**src/rtl/lsu_clken_pkg.sv**
```systemverilog
// lsu_clken_pkg: shared limits, types and hold-counter width helper for the LSU clock-enable controller
package lsu_clken_pkg;
  localparam int MAX_NSTAGE = 8;
  localparam int MAX_NCH = 8;
  localparam int MAX_HOLD = 15;
  typedef logic [MAX_NSTAGE-1:0] clken_vec_t;
  function automatic int hold_w(input int hold_cyc);
    return $clog2(hold_cyc + 1);
  endfunction
endpackage

```
**src/rtl/lsu_clken_hold.sv**
```systemverilog
// lsu_clken_hold: keeps an enable high for HOLD_CYC cycles after its last cause
module lsu_clken_hold
  import lsu_clken_pkg::*;
#(
  parameter int HOLD_CYC = 1
) (
  input  logic clk,
  input  logic rst,
  input  logic cause,
  output logic en
);
  localparam int HOLD_W = hold_w(HOLD_CYC);
  logic [HOLD_W-1:0] cnt_q, cnt_d;
  always_comb begin
    cnt_d = cause ? HOLD_W'(HOLD_CYC) : (cnt_q != '0) ? cnt_q - 1'b1 : cnt_q;
    en = cause | (cnt_q != '0);
  end
  always_ff @(posedge clk) begin
    if (rst) cnt_q <= '0;
    else cnt_q <= cnt_d;
  end
endmodule

```
**src/rtl/lsu_clken_ctrl.sv**
```systemverilog
// lsu_clken_ctrl: per-stage, freeze-gated, store and channel clock enables plus bus clock-enable divider
module lsu_clken_ctrl
  import lsu_clken_pkg::*;
#(
  parameter int NSTAGE = 5,
  parameter int NCH = 4,
  parameter int HOLD_CYC = 1,
  parameter logic [MAX_NSTAGE-1:0] FRZ_MASK = 'h7,
  parameter int RATIO_W = 3
) (
  input  logic               clk,
  input  logic               rst,
  input  logic               clk_override,
  input  logic               freeze,
  input  logic               dec_vld,
  input  logic               dma_req,
  input  logic               dma_wr,
  input  logic               dec_store,
  input  logic [NSTAGE-1:0]  stg_vld,
  input  logic [NSTAGE-1:0]  stg_store,
  input  logic [NCH-1:0]     ch_req,
  input  logic [NCH-1:0]     ch_busy,
  input  logic [RATIO_W-1:0] bus_ratio,
  output logic [NSTAGE-1:0]  c1_clken,
  output logic [NSTAGE-1:0]  c2_clken,
  output logic [NSTAGE-1:0]  frz_c1_clken,
  output logic [NSTAGE-1:0]  frz_c2_clken,
  output logic [NSTAGE-1:0]  store_clken,
  output logic [NCH-1:0]     ch_clken,
  output logic               bus_clk_en,
  output logic               free_clken
);
  logic [NSTAGE-1:0] c1, c1_d, c1_q, c2, st, gate, frc;
  logic [NCH-1:0] ch;
  logic [RATIO_W-1:0] cnt_q, cnt_d, ratio_q, ratio_d, ratio_cur;
  logic start_q, start_d, wrap, free_cause, free_en, force_all;
  always_comb begin
    c1 = {c1_q[NSTAGE-2:0] | stg_vld[NSTAGE-2:0], dec_vld | dma_req};
    c1_d = c1;
    st = c1 & {stg_store[NSTAGE-2:0], dec_store | dma_wr};
    gate = {NSTAGE{freeze}} & FRZ_MASK[NSTAGE-1:0];
    force_all = rst | clk_override;
    frc = {NSTAGE{force_all}};
    free_cause = dec_vld | dma_req | (|stg_vld) | (|ch_busy);
    c1_clken = c1 | frc;
    c2_clken = c2 | frc;
    frz_c1_clken = (c1 & ~gate) | frc;
    frz_c2_clken = (c2 & ~gate) | frc;
    store_clken = (st & ~gate) | frc;
    ch_clken = ch | {NCH{force_all}};
    free_clken = free_en | force_all;
    // first cycle out of reset runs on the live ratio so the divider restarts immediately
    ratio_cur = start_q ? bus_ratio : ratio_q;
    wrap = cnt_q == ratio_cur;
    cnt_d = wrap ? '0 : cnt_q + 1'b1;
    ratio_d = wrap ? bus_ratio : ratio_cur;
    start_d = 1'b0;
    bus_clk_en = rst | wrap;
  end
  for (genvar i = 0; i < NSTAGE; i++) begin : g_stg
    lsu_clken_hold #(.HOLD_CYC(HOLD_CYC)) u_hold (.clk(clk), .rst(rst), .cause(c1[i]), .en(c2[i]));
  end
  for (genvar j = 0; j < NCH; j++) begin : g_ch
    lsu_clken_hold #(.HOLD_CYC(HOLD_CYC)) u_hold (.clk(clk), .rst(rst), .cause(ch_req[j] | ch_busy[j]), .en(ch[j]));
  end
  lsu_clken_hold #(.HOLD_CYC(HOLD_CYC)) u_free (.clk(clk), .rst(rst), .cause(free_cause), .en(free_en));
  always_ff @(posedge clk) begin
    if (rst) begin
      c1_q <= '0;
      cnt_q <= '0;
      ratio_q <= '0;
      start_q <= 1'b1;
    end else begin
      c1_q <= c1_d;
      cnt_q <= cnt_d;
      ratio_q <= ratio_d;
      start_q <= start_d;
    end
  end
endmodule
```
**config.mk**
```make
export PLATFORM = sky130hd
export DESIGN_NAME = lsu_clken_ctrl
export DESIGN_NICKNAME = d
export VERILOG_FILES = /design/src/rtl/lsu_clken_pkg.sv /design/src/rtl/lsu_clken_hold.sv /design/src/rtl/lsu_clken_ctrl.sv
export SDC_FILE = /design/constraint.sdc
export NUM_CORES = 1
export LEC_CHECK = 0
export CAP_MARGIN = 20
export CELL_PAD_IN_SITES_DETAIL_PLACEMENT = 1
export CELL_PAD_IN_SITES_GLOBAL_PLACEMENT = 2
export CORE_MARGIN = 2
export CORE_UTILIZATION = 19
export CTS_CLUSTER_SIZE = 40
export DETAILED_ROUTE_END_ITERATION = 8
export GPL_ROUTABILITY_DRIVEN = 0
export GPL_TIMING_DRIVEN = 0
export PLACE_DENSITY_LB_ADDON = 0.12
export SLEW_MARGIN = 40
export SYNTH_ARGS = -nofsm -noshare
export SYNTH_HDL_FRONTEND = slang
export SYNTH_SLANG_ARGS = --single-unit
```
**constraint.sdc**
```tcl
create_clock -name clk -period 5 [get_ports clk]
set_clock_uncertainty 0.2 [all_clocks]
set_input_delay 1.5 -clock clk [delete_from_list [all_inputs] [get_ports clk]]
set_output_delay 1.5 -clock clk [all_outputs]
set_load 0.1 [all_outputs]
```
; Word level (Yosys, flattened, before mapping)
; Cells that the tools add are included.
; W data, S select, Z words.
[classes]
add_sub_neg = 11
eq_ne = 1
n_mux = 23
n_bitwise = 33
n_reduce_logical = 3
[ops]
columns = operator, count
row1 = $or A5 B5 Y5, 5
row2 = $mux W1, 21
row3 = $or A1 B1 Y1, 21
row4 = $and A5 B5 Y5, 4
row5 = $sub A1 B1 Y1 const B, 10
row6 = $or A4 B4 Y4, 2
row7 = $mux W3, 2
row8 = $not A3 Y5, 1
row9 = $reduce_or A5 Y1, 1
row10 = $reduce_or A4 Y1, 1
row11 = $add A3 B1 Y3 const B, 1
row12 = $eq A3 B3 Y1, 1
row13 = $reduce_or A2 Y1, 1
[word_totals]
register_bits = 21
inputBits = 29
out_inout_bits = 31
word_cells = 85

; Logic depth before layout (Yosys ltp)
[depth]
word_depth = 5
mapped_depth = 5
depth_no_buf = 4

; By module
; A second synthesis with hierarchy kept.
[hier_totals]
cells_unflattened = 136
area_unflattened_um2 = 1083.5
[by_module_without_submodules]
columns = module, instances, cells_each, area_per_inst_um2, seq_area_each_um2
row1 = lsu_clken_ctrl, 1, 106, 758.2, 220.2
row2 = lsu_clken_hold, 10, 3, 32.5, 20.0

; Least setup slack after synthesis
; OpenSTA, ideal clock, no wires.
[synth_timing]
path_kind = in2out
startpoint = in bus_ratio[0]
endpoint = out bus_clk_en
arrival_time_ns = 4.215
t_required_ns = 3.300
slack_ns = -0.915
stages = 3
n_path_buf = 0
cell_sequence = mux2i_1 xnor2_1 o31ai_1
[synth_via]
elab_chain_cells = 3
[synth_rtl]
columns = element, line_no
row1 = "start, declared", lsu_clken_ctrl.sv:23  ; input logic [RATIO_W-1:0] bus_ratio,
row2 = $mux W3, lsu_clken_ctrl.sv:53  ; ratio_cur = start_q ? bus_ratio : ratio_q;
row3 = $eq A3 B3 Y1, lsu_clken_ctrl.sv:54  ; wrap = cnt_q == ratio_cur;
row4 = $or A1 B1 Y1, lsu_clken_ctrl.sv:58  ; bus_clk_en = rst | wrap;
row5 = "end, declared", lsu_clken_ctrl.sv:30  ; output logic bus_clk_en,
; No other way between the ends.

; Worst setup path after layout
; Ends and elaborated chain as after synthesis.

==> impl_results.md <==
- Diode count: 0
- Sequential share of the synthesized area: 37.6%
- Die Span X: 73 um
- Max Slew Vio Count: 0
- Hold depth: 1
- Critical Path Start Type: input pin
- Layout cell share with drive strength beyond 1: 29.2%
- Main synth FF type: dfxtp_1
- Clock tree buffer depth: 2
- Gate power share: 42.4%
- DR pass1 iterations: 2
- Worst r2r src: start_q
- P_int: 0.268 mW
- Multi-input gate area: 522 um2
- Worst path arrival time: 3.14 ns
- Synth async-reset ratio: 0%
- Vias in the first global route: 1104
- Switching share of power: 42.5%
- Final core utilization: 31.9%
- Final Hold Vio Count: 0
- Register share of total power: 35.0%
- Clk sinks: 17
- Storage cell area: 340 um2
- DR WL/cell: 12.6 um
- Period minus WS final: 4.84 ns
- Pre-CTS setup slack: -0.621 ns
- CTS root buf: clkbuf_8
- RR Endpoint: ratio_q[2]
- Reg-to-reg setup timing slack: 3.18 ns
- Syn. warnings: 0
- Die height: 73 um
- Worst-Skew Late Latency: 0.25 ns
- Critical path's largest stage delay: 0.50 ns
- Leakage: 0.565 nW
- Largest net degree at the start of global routing: 11
- Vias: 1032
- DRT iter0 DRCs: 10
- Final setup viols: 0
- Pwr/cell area: 313 nW/um2
- Top cells by area, synth: dfxtp_1 (38%), nor2_1 (10%), nand2_1 (5.8%)
- Hold Crit Class: reg2reg
- Max VDD drop: 92.3 uV
- Switching pwr: 0.198 mW
- PortBufs: 57
- Status: complete, no violations
- Worst setup margin: 0.158 ns
- DR vias/cell: 4.45
- Commonest cells after routing, fill and taps aside: clkdlybuf4s50_1 (25), nor2_1 (24), buf_2 (20)
- Commonest non-fill, non-tap cell in the layout: clkdlybuf4s50_1
- # Max-Cap Violations: 0
- WHS Endpoint: cnt_q[0]
- Clock power frac: 22.6%
- Post-synth cell types: 26
- Data required time of the worst path: 3.30 ns
- Post-synth EDFFs: 0
- F_max: 0.207 GHz
- Area grow syn2layout: 64.5%
- Syn Std Cell Area: 905 um2
- Yosys reg bits: 17
- Area leader, netlist: dfxtp_1
- Hold_sp: cnt_q[0]
- Initial antenna violation count: 0
- CP Cell Sequence: clkdlybuf4s50_1 -> mux2i_1 -> xnor2_1 -> o31ai_2 -> clkbuf_4
- Die area: 5330 um2
- Gr ovfl total: 0
- Fill cells: 576
- Detailed Route WL: 2.92 mm
- RSZ-0062 raised after global routing: false
- Layout Nets: 209
- I/O pin cnt: 60
- Crit path capture type: output pin
- CTS tree: built
- Setup Crit Path Kind: in2out
- Critical Path Fanout Max: 7
- Worst-path clk slew: 0.07 ns
- Syn avg cell area: 7.67 um2
- Rel. slew slack: 61.0%
- H-tree Lvls: 1
- First-pass GRT wire length: 4.84 mm
- Worst Tran Pin Value: 0.581 ns
- Post-DRT Antenna Nets: 0
- Site Rows: 25
- Final Cycle Share: 96.8%
- Yosys top cell area share: 37.6%
- Worst path slowest cell: clkdlybuf4s50_1
- Starting Density: 19.4%
- Core ar.: 4660 um2
- Pwr Total: 0.466 mW
- Net Count, Synth: 148
- GRT Total Usage: 11.6%
- DP Wirelength: 2.31 mm
- R2R depth: 5
- Post-route DRC: 0
- Inserted Clock Buffers: 3
- Syn Inst Count: 118
## metrics by stage
step / TNS, ns / instances / area (um2) / hold slack (ns)
floorplan: -3.03 / 118 / 920 / 0.236
global placement: -26.30 / 229 / 1560 / 0.255
detailed placement: -6.96 / 229 / 1400 / 0.271
CTS: 0 / 232 / 1480 / 0.289
global route: 0 / 232 / 1490 / 0.325
finish: 0 / 232 / 1490 / 0.281
## synth_stat cells (3+ instances only)
master	instances
o32ai_1	3
a211oi_1	3
a21oi_1	3
nor3_1	4
inv_1	3
buf_4	4
o21ai_0	9
nand2_1	14
clkbuf_1	4
xnor2_1	3
nand3b_1	4
or2_2	3
o31ai_1	3
dfxtp_1	17
or3_1	3
nor2_1	25
## state kept, by name, summed over array words and instances (netlist names)
register	flops
c1_q	4
g_ch.u_hold.cnt_q	4
cnt_q	3
ratio_q	3
g_stg.u_hold.cnt_q	1
start_q	1
u_free.cnt_q	1
## routing by layer
metal / track usage, % / up-vias / share of wire [%]
met5: 0 / - / 0
met2: 21.0 / 32 / 50
met1: 12.7 / 474 / 42
met4: 5.56 / 0 / 1.6
met3: 2.35 / 4 / 5.6
li1: - / 522 / -
## kinds of logic (layout without fill, tap and decap cells)
group	Yosys count	in the layout	share of synthesized area (%)
DFF	17	17	37.6
buffers and inverters	13	73	7.88
muxes	3	3	4.70
and+or+nand+nor	59	59	30.3
xor gates and xnor gates	3	3	2.91
AOI/OAI and AO/OA	22	22	15.2
adders and majority gates	1	1	1.38
## power groups by stage
stage	sequential (mW)	clock [mW]	combinational, mW
2_1_floorplan	0.163	0	0.147
3_3_place_gp	0.165	0	0.203
3_5_place_dp	0.166	0	0.194
4_1_cts	0.163	0.111	0.198
5_1_grt	0.165	0.117	0.213
6_report	0.163	0.105	0.198
## worst max path at each step
stage | cells after the start | start | endpoint
after detailed placement | 7 | rst | ch_clken[3]
after global routing | 5 | ch_busy[1] | free_clken
after global placement | 7 | rst | ch_clken[3]
final | 5 | bus_ratio[0] | bus_clk_en
after floorplan | 2 | freeze | frz_c1_clken[0]
after CTS | 5 | bus_ratio[0] | bus_clk_en
## worst max-delay path: cells and delay by family
family                    cells  cell delay (ns)
buffers and inverters         2             0.91
AOI/OAI and AO/OA             1             0.39
xor gates and xnor gates      1             0.25
muxes                         1             0.10
## area by class of cell
class / count / area share, %
sequential: 17 / 22.9
inverter: 3 / 0.757
clock inverter: 1 / 0.336
tap: 54 / 4.54
multi-input combinational: 88 / 35.1
timing repair buffer: 57 / 29.7
clock buffer: 3 / 2.78
buffer: 9 / 3.95
## what timing repair did
item / in CTS / in global routing
gates resized for setup: 15 / 2
hold buffers: 0 / 0
buffers inserted: 0 / 0
cloned: 0 / 0
endpoints found under the setup margin: 21 / 2
Note: power is estimated with default switching activity, not from simulation.
